==> config.mk <==
export PLATFORM = sky130hd
export DESIGN_NAME = elastic_stage_buffer
export DESIGN_NICKNAME = d
export VERILOG_FILES = /design/src/rtl/drac_pkg.sv /design/src/rtl/elastic_stage_buffer_fifo_ctrl.sv /design/src/rtl/elastic_stage_buffer.sv
export SDC_FILE = /design/constraint.sdc
export NUM_CORES = 1
export LEC_CHECK = 0
export BUFFER_PORTS_ARGS = -buffer_cell sky130_fd_sc_hd__clkbuf_2
export CORE_ASPECT_RATIO = 0.75
export CORE_MARGIN = 2
export CORE_UTILIZATION = 55
export CTS_BUF_LIST = sky130_fd_sc_hd__clkbuf_4
export DETAILED_ROUTE_END_ITERATION = 10
export PLACE_DENSITY = 0.81
export SLEW_MARGIN = 20
export SYNTH_ARGS = -nofsm -noshare
export SYNTH_HDL_FRONTEND = slang
export SYNTH_HIERARCHICAL = 1
export SYNTH_SLANG_ARGS = --single-unit
export TNS_END_PERCENT = 5
==> constraint.sdc <==
create_clock -name clk_i -period 10.4 [get_ports clk_i]
set_input_delay 2.08 -clock clk_i [delete_from_list [all_inputs] [get_ports clk_i]]
set_output_delay 2.08 -clock clk_i [all_outputs]
set_load 0.05 [all_outputs]
==> src/rtl/drac_pkg.sv <==
// Shared definitions for the pipeline datapath blocks.
package drac_pkg;

  typedef enum logic {
    SB_REGISTERED  = 1'b0,
    SB_FALLTHROUGH = 1'b1
  } stage_buf_mode_t;

endpackage

==> src/rtl/elastic_stage_buffer_fifo_ctrl.sv <==
// Pointer, occupancy and flag bookkeeping for a power-of-two circular queue.
module fifo_ctrl #(
  parameter int DEPTH = 2
) (
  input  logic                     clk_i,
  input  logic                     rstn_i,
  input  logic                     push,
  input  logic                     pop,
  input  logic                     flush,
  output logic [$clog2(DEPTH)-1:0] rd_ptr,
  output logic [$clog2(DEPTH)-1:0] wr_ptr,
  output logic [$clog2(DEPTH):0]   count,
  output logic                     full,
  output logic                     empty
);

  localparam int PW = $clog2(DEPTH);
  localparam int CW = PW + 1;

  // Pointers wrap for free because DEPTH is a power of two.
  always_ff @(posedge clk_i) begin
    if (!rstn_i || flush) begin
      rd_ptr <= '0;
      wr_ptr <= '0;
      count  <= '0;
    end else begin
      if (push) wr_ptr <= wr_ptr + 1'b1;
      if (pop)  rd_ptr <= rd_ptr + 1'b1;
      case ({push, pop})
        2'b10:   count <= count + 1'b1;
        2'b01:   count <= count - 1'b1;
        default: count <= count;
      endcase
    end
  end

  assign full  = (count == CW'(DEPTH));
  assign empty = (count == '0);

  a_no_push_full:  assert property (@(posedge clk_i) disable iff (!rstn_i) !(push && full));
  a_no_pop_empty:  assert property (@(posedge clk_i) disable iff (!rstn_i) !(pop && empty));
  a_count_bound:   assert property (@(posedge clk_i) disable iff (!rstn_i) count <= CW'(DEPTH));
  a_flags_disjoint: assert property (@(posedge clk_i) disable iff (!rstn_i) !(full && empty));

endmodule

==> src/rtl/elastic_stage_buffer.sv <==
// Elastic pipeline stage: DEPTH-entry FIFO with valid/ready on both sides,
// optional empty-buffer bypass and whole-buffer flush.
module elastic_stage_buffer
  import drac_pkg::*;
#(
  parameter int              DATA_WIDTH  = 64,
  parameter int              DEPTH       = 2,
  parameter stage_buf_mode_t FALLTHROUGH = SB_REGISTERED
) (
  input  logic                    clk_i,
  input  logic                    rstn_i,
  input  logic                    flush_i,
  input  logic                    valid_i,
  input  logic [DATA_WIDTH-1:0]   data_i,
  output logic                    ready_o,
  output logic                    valid_o,
  output logic [DATA_WIDTH-1:0]   data_o,
  input  logic                    ready_i,
  output logic [$clog2(DEPTH):0]  count_o,
  output logic                    full_o,
  output logic                    empty_o
);

  // Handshake: a transfer happens on a side when valid and ready are both high
  // at a rising edge and flush_i is low; ready_o never looks at ready_i.
  localparam int PW = $clog2(DEPTH);

  logic [DATA_WIDTH-1:0] mem [DEPTH];
  logic [PW-1:0]         rd_ptr;
  logic [PW-1:0]         wr_ptr;
  logic                  push;
  logic                  pop;
  logic                  bypass;
  logic                  through;
  logic                  ctrl_push;
  logic                  ctrl_pop;

  assign ready_o = !full_o;
  assign push    = valid_i && ready_o && !flush_i;
  assign bypass  = (FALLTHROUGH == SB_FALLTHROUGH) && empty_o && valid_i && !flush_i;
  assign valid_o = !flush_i && (!empty_o || bypass);
  assign data_o  = bypass ? data_i : mem[rd_ptr];
  assign pop     = valid_o && ready_i && !flush_i;

  // A bypassed payload consumed in the same cycle never touches storage.
  assign through   = bypass && ready_i;
  assign ctrl_push = push && !through;
  assign ctrl_pop  = pop && !through;

  always_ff @(posedge clk_i) begin
    if (!rstn_i) begin
      for (int i = 0; i < DEPTH; i++) mem[i] <= '0;
    end else if (ctrl_push) begin
      mem[wr_ptr] <= data_i;
    end
  end

  fifo_ctrl #(
    .DEPTH(DEPTH)
  ) u_ctrl (
    .clk_i  (clk_i),
    .rstn_i (rstn_i),
    .push   (ctrl_push),
    .pop    (ctrl_pop),
    .flush  (flush_i),
    .rd_ptr (rd_ptr),
    .wr_ptr (wr_ptr),
    .count  (count_o),
    .full   (full_o),
    .empty  (empty_o)
  );

endmodule

**Yosys cells after proc, flatten, opt, wreduce, memory -nomap -nowiden**

Memories as Yosys holds them, arrays and structs flattened. A register that Yosys moved wholly into a read port is not among the register bits.
Cells that the tools add are included.

- Shift operators: 0
- Reductions and logical operators: 13
- Add/sub/neg operators: 4
- Mux-type cells: 10
- Bitwise logic cells: 0
- Multiply operators: 0
- Divide/modulo/power cells: 0
- Magnitude comparators: 0
- Equality and inequality tests: 3

Operators by type and width:

| operator | number |
|---|---|
| two-way mux 64 bit | 1 |
| OR reduction 64 bit | 1 |
| two-way mux 1 bit | 8 |
| logical AND 1 bit | 5 |
| == test 2 bit, second input constant | 2 |
| logical NOT 1 bit | 4 |
| case mux 2 bit (2 select lines) | 1 |
| adder 1 bit, second input constant | 2 |
| adder 2 x 1 -> 2 bit, second input constant | 1 |
| == test 2 x 1 -> 1 bit, second input constant | 1 |
| logical NOT 2 bit | 1 |
| nonzero test 2 bit | 1 |
| subtractor 2 x 1 -> 2 bit, second input constant | 1 |
| logical OR 1 bit | 1 |

- Register bits after elaboration: 4
- Bits in writable memories: 128
- Memories kept: 1
- Memory bits (read-only): 0
- Latch bits: 0
- Input port bits: 69
- Logic and storage cells: 34

Memory list:

| memory | depth | width | rd ports | clocked after Yosys merged registers in | write ports | RTL line | RTL |
|---|---|---|---|---|---|---|---|
| mem | 2 | 64 | 1 | 1 | 2 | elastic_stage_buffer.sv:28 | `logic [DATA_WIDTH-1:0] mem [DEPTH];` |

**Depth between registers and ports, before layout**

Gate-level depths: netlist (run 1).

- Word-level depth: 9
- Mapped depth: 7
- Mapped depth without buffers: 7

**Hierarchy**

Netlist (run 1), hierarchy kept.

By module, submodules not included:

| module | area each (sq um) | cells an instance | times used |
|---|---|---|---|
| elastic_stage_buffer | 5,764.3 | 364 | 1 |
| fifo_ctrl | 177.7 | 19 | 1 |

**Worst setup path before layout (run 1)**

Ideal clock, no wire load.

- Kind: input -> register
- Start: in flush_i
- End: mem mem[0][0] (enable)
- Cell stages on the path: 1
- Required time: 9.739 ns
- Arrival: 8.631 ns
- Setup slack: 1.108 ns
- Cell sequence: o41ai_1

RTL lines:

| item | RTL line | RTL |
|---|---|---|
| from (decl) | elastic_stage_buffer.sv:12 | `input logic flush_i,` |
| to (decl) | elastic_stage_buffer.sv:28 |  |

**Worst setup path after layout (run 1)**

- Start: in flush_i
- End: out valid_o

- Cells in the longest elaborated chain, start to end: 2

Ends and longest elaborated chain:

| item | RTL line | RTL |
|---|---|---|
| logical NOT 1 bit | elastic_stage_buffer.sv:41 | `assign valid_o = !flush_i && (!empty_o \|\| bypass);` |
| logical AND 1 bit | elastic_stage_buffer.sv:41 |  |
| to (decl) | elastic_stage_buffer.sv:16 | `output logic valid_o,` |

No other way between the ends.

==> reports/qor.yml, run 1 <==
vias: 3627
start_util_pct: 57.1
synth_flop_cell: "edfxtp_1"
swShare_pct: 28.0
io-pin-count: 139
slowest_delay_ps: 290
use_met1_pct: 27.4
hold_buffers: 0
drtIter0Drc: 248
ys_types: 25
start_kind: "input port"
netlist_area_sq_um: 5940
num_antenna_cells: 0
pwr-share-clk_pct: 32.3
die_y_um: 94.0
min_period_ps: 4720
whs_ps: 561
busiest_layer: "met2"
path_buf_inv: 2
portBuffers: 138
wire_per_inst_um: 17.8
async_reset_ff_share_pct: 0
synth_edf_count: 128
switchingPower_mw: 0.319
crit_required_ps: 8320
maxSlewViolCount: 0
totalWireLength_um: 11700
nNetsFinal: 578
max-slew-margin-rel_pct: 29.1
drv_cap: 0
rsz0062_at_grt: "false"
rows: 32
tns_ps: 0
power_frac_comb_pct: 13.5
drc_errors: 0
hold_path.class: "register to register"
grt_overflow: 0
critPathKind: "input port to output pin"
core_area_sq_um: 10400
dpl_cell_area_sq_um: 6650
grt_pass1_vias: 3733
muxShareOfSynthArea_pct: 12.1
tightest_slew_ps: 1060
post_cts_buffers: 0
insertion_delay_ps: 530
synth_top_family_by_area: "simple AND/OR/NAND/NOR gates"
ant_nets: 0
fin_crit_sh_pct: 45.4
clk_pin_slew_ps: 120
yosysWarningCount: 6
synth_compound_area_share_pct: 0.484
final_hold_viol_count: 0
fp.dieArea_sq_um: 11700
grt_pass1_wl_um: 18100
grt_use_total_pct: 20.8
cellLeakagePower_nw: 2.92
synth_xor_area_share_pct: 0.590
cp-end-kind: "output pin"
cts-root-buf: "clkbuf_4"
met3_usage_pct: 4.67
crit_slowest_cell: "clkbuf_2"
status: "complete, no violations"
fin_skew_ps: 15.5
dp_hpwl_um: 6550
firstDrtPassIters: 4
vias_per_cell: 5.52
tritoncts: "done"
grt.met2_usage_pct: 33.3
p_per_area_nw_per_um2: 163
cts_buffer_depth: 2
cts_num_sinks: 132
seq_power_share_pct: 54.3
critical_path.top_delay_family: "buffers and inverters"
synth_adder_area_share_pct: 0.211
cp.arrival_ps: 2640
die_x_um: 124
p_int_mw: 0.823
syn_nets: 453
synth-simple-area-share_pct: 17.0
avgSynthCellArea_sq_um: 15.5
place_congestion: 0.743
synth-seq-cells: 132
synth-seq-area-share_pct: 66.0
cts-resized-gates: 0
design_area_sq_um: 6990
fmax_ghz: 0.212
area_growth_pct: 17.6
cts_max_level: 4
vdd_drop_max_mv: 0.102
synthCells: 383
cts_buffers: 17
cp_max_fo: 6
path_cells: "clkbuf_2, nor2_1, clkbuf_2"
grt_antenna_before_repair: 0
grt_start_max_net_pins: 132
drive_gt1_share_pct: 54.1
setup_viol_count_final: 0
crit_top_cell: "clkbuf_2"
-- layout by cell type (no fill, tap or decap), types with 2 or more instances in the layout --
cell        netlist  routed
and3_1           25      25
bufinv_16         0       3
inv_1             3       3
edfxtp_1        128     128
clkbuf_4          0      17
xnor2_1           3       3
inv_6             0       4
buf_4             0       2
clkbuf_2          6     138
and3_2           39      39
nor3b_1          65      65
dfxtp_1           4       2
nor2_1            5       5
clkinvlp_4        0       5
mux2_2           64      64
-- Yosys cell counts (3+ instances only) --
library cell	n	area share, %
dfxtp_1	4	1.3
inv_1	3	0.19
buf_6	7	1.3
and3_2	39	4.9
xnor2_1	3	0.44
buf_2	9	0.76
nor3b_1	65	8.2
mux2_2	64	12
and3_1	25	2.6
clkbuf_1	13	0.82
edfxtp_1	128	65
clkbuf_2	6	0.51
nor2_1	5	0.32
-- flip-flops by register name (all words and copies together), names as in the netlist --
| signal | cells |
|---|---|
| u_ctrl/count | 2 |
| u_ctrl/wr_ptr | 1 |
| mem | 128 |
| u_ctrl/rd_ptr | 1 |
-- worst reg2reg max path, cell delays in order (launching register included) --
cell and delay (ps):
dfxtp_1 470, and2b_2 300, nor3b_1 440, a21bo_4 870
-- final cells by class --
class / instances / area, sq um
inverters: 3 / 11.3
repair buffers: 141 / 733
flip-flops and latches: 132 / 3930
clock inverters: 15 / 180
well taps: 136 / 170
multi-input cells: 213 / 1840
clock buffers: 17 / 128
fillers: 760 / 3420
-- stage by stage --
stage | instances | total power, mW | setup WS (ps) | utilization (%)
2_1_floorplan | 383 | 0.745 | 1110 | -
3_3_place_gp | 624 | 0.782 | 5710 | 63.9
3_5_place_dp | 624 | 0.786 | 5680 | 63.9
4_1_cts | 656 | 1.15 | 5680 | 66.9
5_1_grt | 657 | 1.18 | 5640 | 67.1
6_report | 657 | 1.14 | 5680 | 67.1
-- cell families after synthesis --
| kind of cell | Yosys count |
|---|---|
| buffers and inverters | 38 |
| xor gates and xnor gates | 4 |
| and+or+nand+nor | 140 |
| adders and majority gates | 1 |
| muxes | 64 |
| AOI/OAI and AO/OA | 4 |
| DFF | 132 |
-- worst paths after layout --
| check | from | end | slack, ps | depth (start not counted) |
|---|---|---|---|---|
| worst min register to register | u_ctrl/count[1] | u_ctrl/count[1] | 560 | 2 |
| worst max-delay path | flush_i | valid_o | 5680 | 3 |
| worst max register to register | u_ctrl/count[0] | mem[1][63] | 7910 | 3 |
| worst min-delay path | u_ctrl/count[1] | u_ctrl/count[1] | 560 | 2 |
-- power by group through the flow --
stage | Sequential (mW) | Combinational [mW] | Clock, mW
2_1_floorplan | 0.631 | 0.114 | 0
3_3_place_gp | 0.632 | 0.149 | 0
3_5_place_dp | 0.635 | 0.151 | 0
4_1_cts | 0.623 | 0.151 | 0.376
5_1_grt | 0.623 | 0.163 | 0.397
6_report | 0.620 | 0.154 | 0.369
-- layer usage --
| layer | vias to the layer above | share of wire [%] | wire length (um) |
|---|---|---|---|
| li1 | 1715 | - | - |
| met1 | 1788 | 46 | 5370 |
| met2 | 109 | 48 | 5560 |
| met3 | 15 | 5.3 | 616 |
| met4 | 0 | 1.2 | 143 |
| met5 | - | 0 | 0 |
Note: power is estimated with default switching activity, not from simulation.
==> run 2: changes to the inputs <==
Clock period 10.4 ns to 4.6 ns, I/O delays scaled along.
==> run 2 against run 1 <==
Against the previous run: core utilization hardly changed; critical endpoint is now data_o[40]; clock power is 120% higher; total power is 130% higher; highest routed layer unchanged; sequential share of layout area hardly changed; hold slack better by 9.9 ps; clock skew is 11 ps higher; non-clock buffer count is 1 higher.
==> reports/qor.yml, run 2 (same netlist as run 1, synthesis figures left out) <==
status: "complete, no violations"
grt_pass1_vias: 3697  # -0.96%
drive_gt1_share_pct: 54.4  # +0.28 points
vias_per_cell: 5.63  # +1.9%
cp_max_fo: 32  # +26
crit_required_ps: 3680  # -4640 ps
final_cells: 658  # +0.15%
fin_skew_ps: 26.4  # +11.0 ps
grt_start_max_net_pins: 130  # -1.5%
cellLeakagePower_nw: 2.93  # +0.39%
ant_nets: 0  # unchanged
post_cts_buffers: 0  # unchanged
largest_reg_flops: 128  # unchanged
met3_usage_pct: 5.34  # +0.67 points
grt.met2_usage_pct: 33.8  # +0.46 points
nFillCells: 776  # +2.1%
start_kind: "register"
cp.arrival_ps: 2460  # -180 ps
tritoncts: "done"
fin_crit_sh_pct: 73.5
tightest_slew_ps: 1070  # +8.60 ps
drc_errors: 0  # unchanged
busiest_layer: "met2"
grt_use_total_pct: 21.2  # +0.37 points
place_congestion: 0.777  # +4.6%
insertion_delay_ps: 540  # about the same
final_hold_viol_count: 0  # unchanged
drv_cap: 0  # unchanged
min_period_ps: 3380
dp_hpwl_um: 6790  # +3.8%
slowest_delay_ps: 880  # +590 ps
grt_pass1_wl_um: 17900  # -0.92%
top_register: "mem"
crit_slowest_cell: "dfxtp_2"
die_x_um: 124  # unchanged
io-pin-count: 139  # unchanged
num_antenna_cells: 0  # unchanged
portBuffers: 138  # unchanged
maxSlewViolCount: 0  # unchanged
area_growth_pct: 17.7  # about the same
whs_ps: 570  # +9.89 ps
final_cell_mix: "clkbuf_2 (138), edfxtp_1 (128), nor3b_1 (65)"
hold_path.class: "register to register"
wire_per_inst_um: 17.9  # +0.65%
grt_antenna_before_repair: 0  # unchanged
vdd_drop_max_mv: 0.230  # +120%
hold_buffers: 0  # unchanged
drtIter0Drc: 330  # +33%
final_common_cell: "clkbuf_2"
fmax_ghz: 0.296
path_cells: "buf_4, mux2_2, clkbuf_2"
firstDrtPassIters: 6  # +2
fp.dieArea_sq_um: 11700  # unchanged
max-slew-margin-rel_pct: 28.4  # -0.74 points
cts_buffers: 17  # unchanged
clk_pin_slew_ps: 110  # about the same
core_area_sq_um: 10400  # unchanged
start_util_pct: 57.1  # unchanged
rows: 32  # unchanged
grt_overflow: 0  # unchanged
placedCellCount: 626  # +0.32%
die_y_um: 94.0  # unchanged
cts_max_level: 4  # unchanged
totalWireLength_um: 11800  # +0.80%
vias: 3702  # +2.1%
setup_viol_count_final: 0  # unchanged
p_per_area_nw_per_um2: 369  # +130%
cts-resized-gates: 0  # unchanged
rsz0062_at_grt: "false"
top_regs: "mem x128, u_ctrl/count x2"
cts_num_sinks: 132  # unchanged
critPathKind: "register to output pin"
tns_ps: 0  # unchanged
cp-end-kind: "output pin"
nNetsFinal: 579  # +0.17%
cts_buffer_depth: 2  # unchanged
use_met1_pct: 26.9  # -0.52 points
cts-root-buf: "clkbuf_4"
==> run 2: path summary, 6_finish.rpt <==
| check | start | endpoint | slack [ps] | cells past startpoint |
|---|---|---|---|---|
| worst max-delay path | u_ctrl/rd_ptr | data_o[40] | 1220 | 3 |
| worst min-delay path | u_ctrl/count[1] | u_ctrl/count[1] | 570 | 2 |
| worst max register to register | u_ctrl/count[0] | mem[1][31] | 2150 | 3 |
| worst min register to register | u_ctrl/count[1] | u_ctrl/count[1] | 570 | 2 |
==> run 2: metal layers <==
metal  wire [um]  up-vias
li1            -     1724
met1        4980     1816
met2        5700      143
met3         912       19
met4         197        0
met5           0        -
==> run 2: worst max-delay path: cells and delay by family (launching register included) <==
family	cells	cell delay, ps
buf+inv	2	660
flops	1	880
mux	1	380
==> run 2: stage by stage <==
| step | util (%) | setup WS (ps) | area, sq um | total power [mW] |
|---|---|---|---|---|
| after floorplan | - | 793 | 5960 | 1.68 |
| after global placement | 64.1 | 1810 | 6680 | 1.77 |
| after detailed placement | 64.1 | 1780 | 6680 | 1.78 |
| after CTS | 67.1 | 1170 | 6980 | 2.59 |
| after global routing | 67.2 | 1060 | 6990 | 2.66 |
| final | 67.2 | 1220 | 6990 | 2.58 |
==> run 2: where the power goes <==
group | internal, mW | switching (mW)
registers | 1.38 | 0.0176
clock network | 0.380 | 0.450
logic | 0.0987 | 0.253
==> run 2: final cells by class <==
class,count,area (sq um),share of cell area [%]
clock buffer,17,128,1.83
clock inverter,15,180,2.58
inverter,3,11.3,0.161
multi-input combinational,213,1850,26.4
sequential,132,3930,56.2
tap,136,170,2.43
timing repair buffer,142,724,10.4
==> run 3: changes to the inputs <==
Clock period 4.6 ns to 3.5 ns, I/O delays scaled along.
==> run 3 against run 2 <==
Against the previous run: register-to-register slack worse by 700 ps; non-clock buffer count is 4 higher; first-iteration DRC count fell by 16%; via count is 0.95% lower; hold slack worse by 66 ps; cell area fell by 0.34%.
==> reports/qor.yml, run 3 (same netlist as run 1, synthesis figures left out) <==
status: "complete, no violations"
dpl_cell_area_sq_um: 6720  # +0.62%
drtIter0Drc: 276  # -16%
vias: 3667  # -0.95%
top_register: "mem"
critPathKind: "register to output pin"
start_util_pct: 57.1  # unchanged
fmax_ghz: 0.353
tns_ps: 0  # unchanged
vdd_drop_max_mv: 0.291  # +27%
num_antenna_cells: 0  # unchanged
grt_use_total_pct: 20.8  # -0.35 points
p_per_area_nw_per_um2: 459  # +24%
firstDrtPassIters: 5  # -1
max-slew-margin-rel_pct: 34.2  # +5.9 points
cp_max_fo: 47  # +47%
wire_per_inst_um: 17.5  # -2.1%
die_x_um: 124  # unchanged
critical_path.top_delay_family: "flip-flops"
place_congestion: 0.762  # -1.9%
placedCellCount: 630  # +0.64%
fp.dieArea_sq_um: 11700  # unchanged
path_buf_inv: 2  # unchanged
nNetsFinal: 583  # +0.69%
cp.arrival_ps: 2130  # -330 ps
core_area_sq_um: 10400  # unchanged
fin_crit_sh_pct: 80.9
portBuffers: 138  # unchanged
cp-startpoint: "u_ctrl/rd_ptr"
cts-root-buf: "clkbuf_4"
setup_viol_count_final: 0  # unchanged
whs_ps: 505  # -65.8 ps
rsz0062_at_grt: "false"
post_cts_buffers: 0  # unchanged
drv_cap: 0  # unchanged
crit_slowest_cell: "dfxtp_2"
final_cell_mix: "clkbuf_2 (138), edfxtp_1 (128), nor3b_1 (65)"
io-pin-count: 139  # unchanged
path_cells: "buf_12, mux2_2, clkbuf_2"
cellLeakagePower_nw: 2.92  # -0.31%
top_regs: "mem x128, u_ctrl/count x2"
final_common_cell: "clkbuf_2"
slowest_delay_ps: 660  # -220 ps
multiInputGateArea_sq_um: 1840  # -0.47%
min_period_ps: 2830
cts-resized-gates: 0  # unchanged
timing.rr.start: "u_ctrl/count[0]"
nFillCells: 762  # -1.8%
area_growth_pct: 17.3
design_power_total_mw: 3.20  # +24%
grt_overflow: 0  # unchanged
grt_start_max_net_pins: 114  # -12%
crit_required_ps: 2800  # -880 ps
final_hold_viol_count: 0  # unchanged
dp_hpwl_um: 7300  # +7.4%
totalWireLength_um: 11600  # -1.5%
rows: 32  # unchanged
fin_skew_ps: 15.5  # -11.0 ps
grt_pass1_vias: 3622  # -2.0%
grt_pass1_wl_um: 17700  # -1.2%
hold_path.class: "input port to register"
cts_buffer_depth: 2  # unchanged
design_area_sq_um: 6970  # -0.34%
setup_ws_ps: 667  # -549 ps
start_kind: "register"
hp-start: "data_i[21]"
vias_per_cell: 5.54  # -1.5%
grt_antenna_before_repair: 0  # unchanged
cp-end-kind: "output pin"
cts_max_level: 4  # unchanged
tightest_slew_ps: 986  # -85.7 ps
hold_buffers: 0  # unchanged
tritoncts: "done"
cts_buffers: 17  # unchanged
drc_errors: 0  # unchanged
ant_nets: 0  # unchanged
final_cells: 662  # +0.61%
place_ws_ps: 1150  # -628 ps
clk_pin_slew_ps: 120  # about the same
final_util_pct: 66.9  # -0.23 points
regArea_sq_um: 3930  # about the same
insertion_delay_ps: 510  # -30 ps
cts_num_sinks: 132  # unchanged
drive_gt1_share_pct: 54.6  # +0.16 points
maxSlewViolCount: 0  # unchanged
largest_reg_flops: 128  # unchanged
die_y_um: 94.0  # unchanged
-- run 3: changes by cell type in the layout (fill, tap and decap cells not counted), moves of 2 or more --
| cell | change |
|---|---|
| bufinv_16 | -2 |
| inv_6 | -3 |
| clkinv_1 | +2 |
| buf_4 | +4 |
-- run 3: worst register-to-register path: stages, from the launching register on --
cell	delay, ps
dfxtp_4	390
and2b_4	220
nand4bb_4	530
buf_4	460
nor3b_1	290
-- run 3: where the power goes --
group / switching [mW] / total (mW) / internal, mW
logic: 0.330 / 0.462 / 0.132
registers: 0.0248 / 1.84 / 1.81
clock network: 0.542 / 0.895 / 0.353
-- run 3: path summary, 6_finish.rpt --
check	slack [ps]	depth (start not counted)	endpoint
hold reg to reg	560	2	u_ctrl/count[1]
setup reg to reg	1450	4	mem[0][41]
hold / removal	500	2	mem[1][21]
setup / recovery	670	3	data_o[35]
-- run 3: final cells by class --
class / count / area share [%]
Multi-Input combinational cell: 213 / 26.4
Inverter: 3 / 0.162
Clock inverter: 14 / 1.65
Tap cell: 136 / 2.44
Clock buffer: 18 / 1.94
Timing Repair Buffer: 146 / 11.0
Sequential cell: 132 / 56.4
-- run 3: metal layers --
| metal | routed length [um] | part of all wire (%) | GRT usage [%] | vias to the layer above |
|---|---|---|---|---|
| met4 | 95 | 0.82 | 7.87 | 0 |
| met3 | 935 | 8.1 | 6.55 | 8 |
| met5 | 0 | 0 | 0 | - |
| met1 | 5070 | 44 | 27.1 | 1788 |
| met2 | 5510 | 47 | 32.8 | 139 |
| li1 | - | - | - | 1732 |
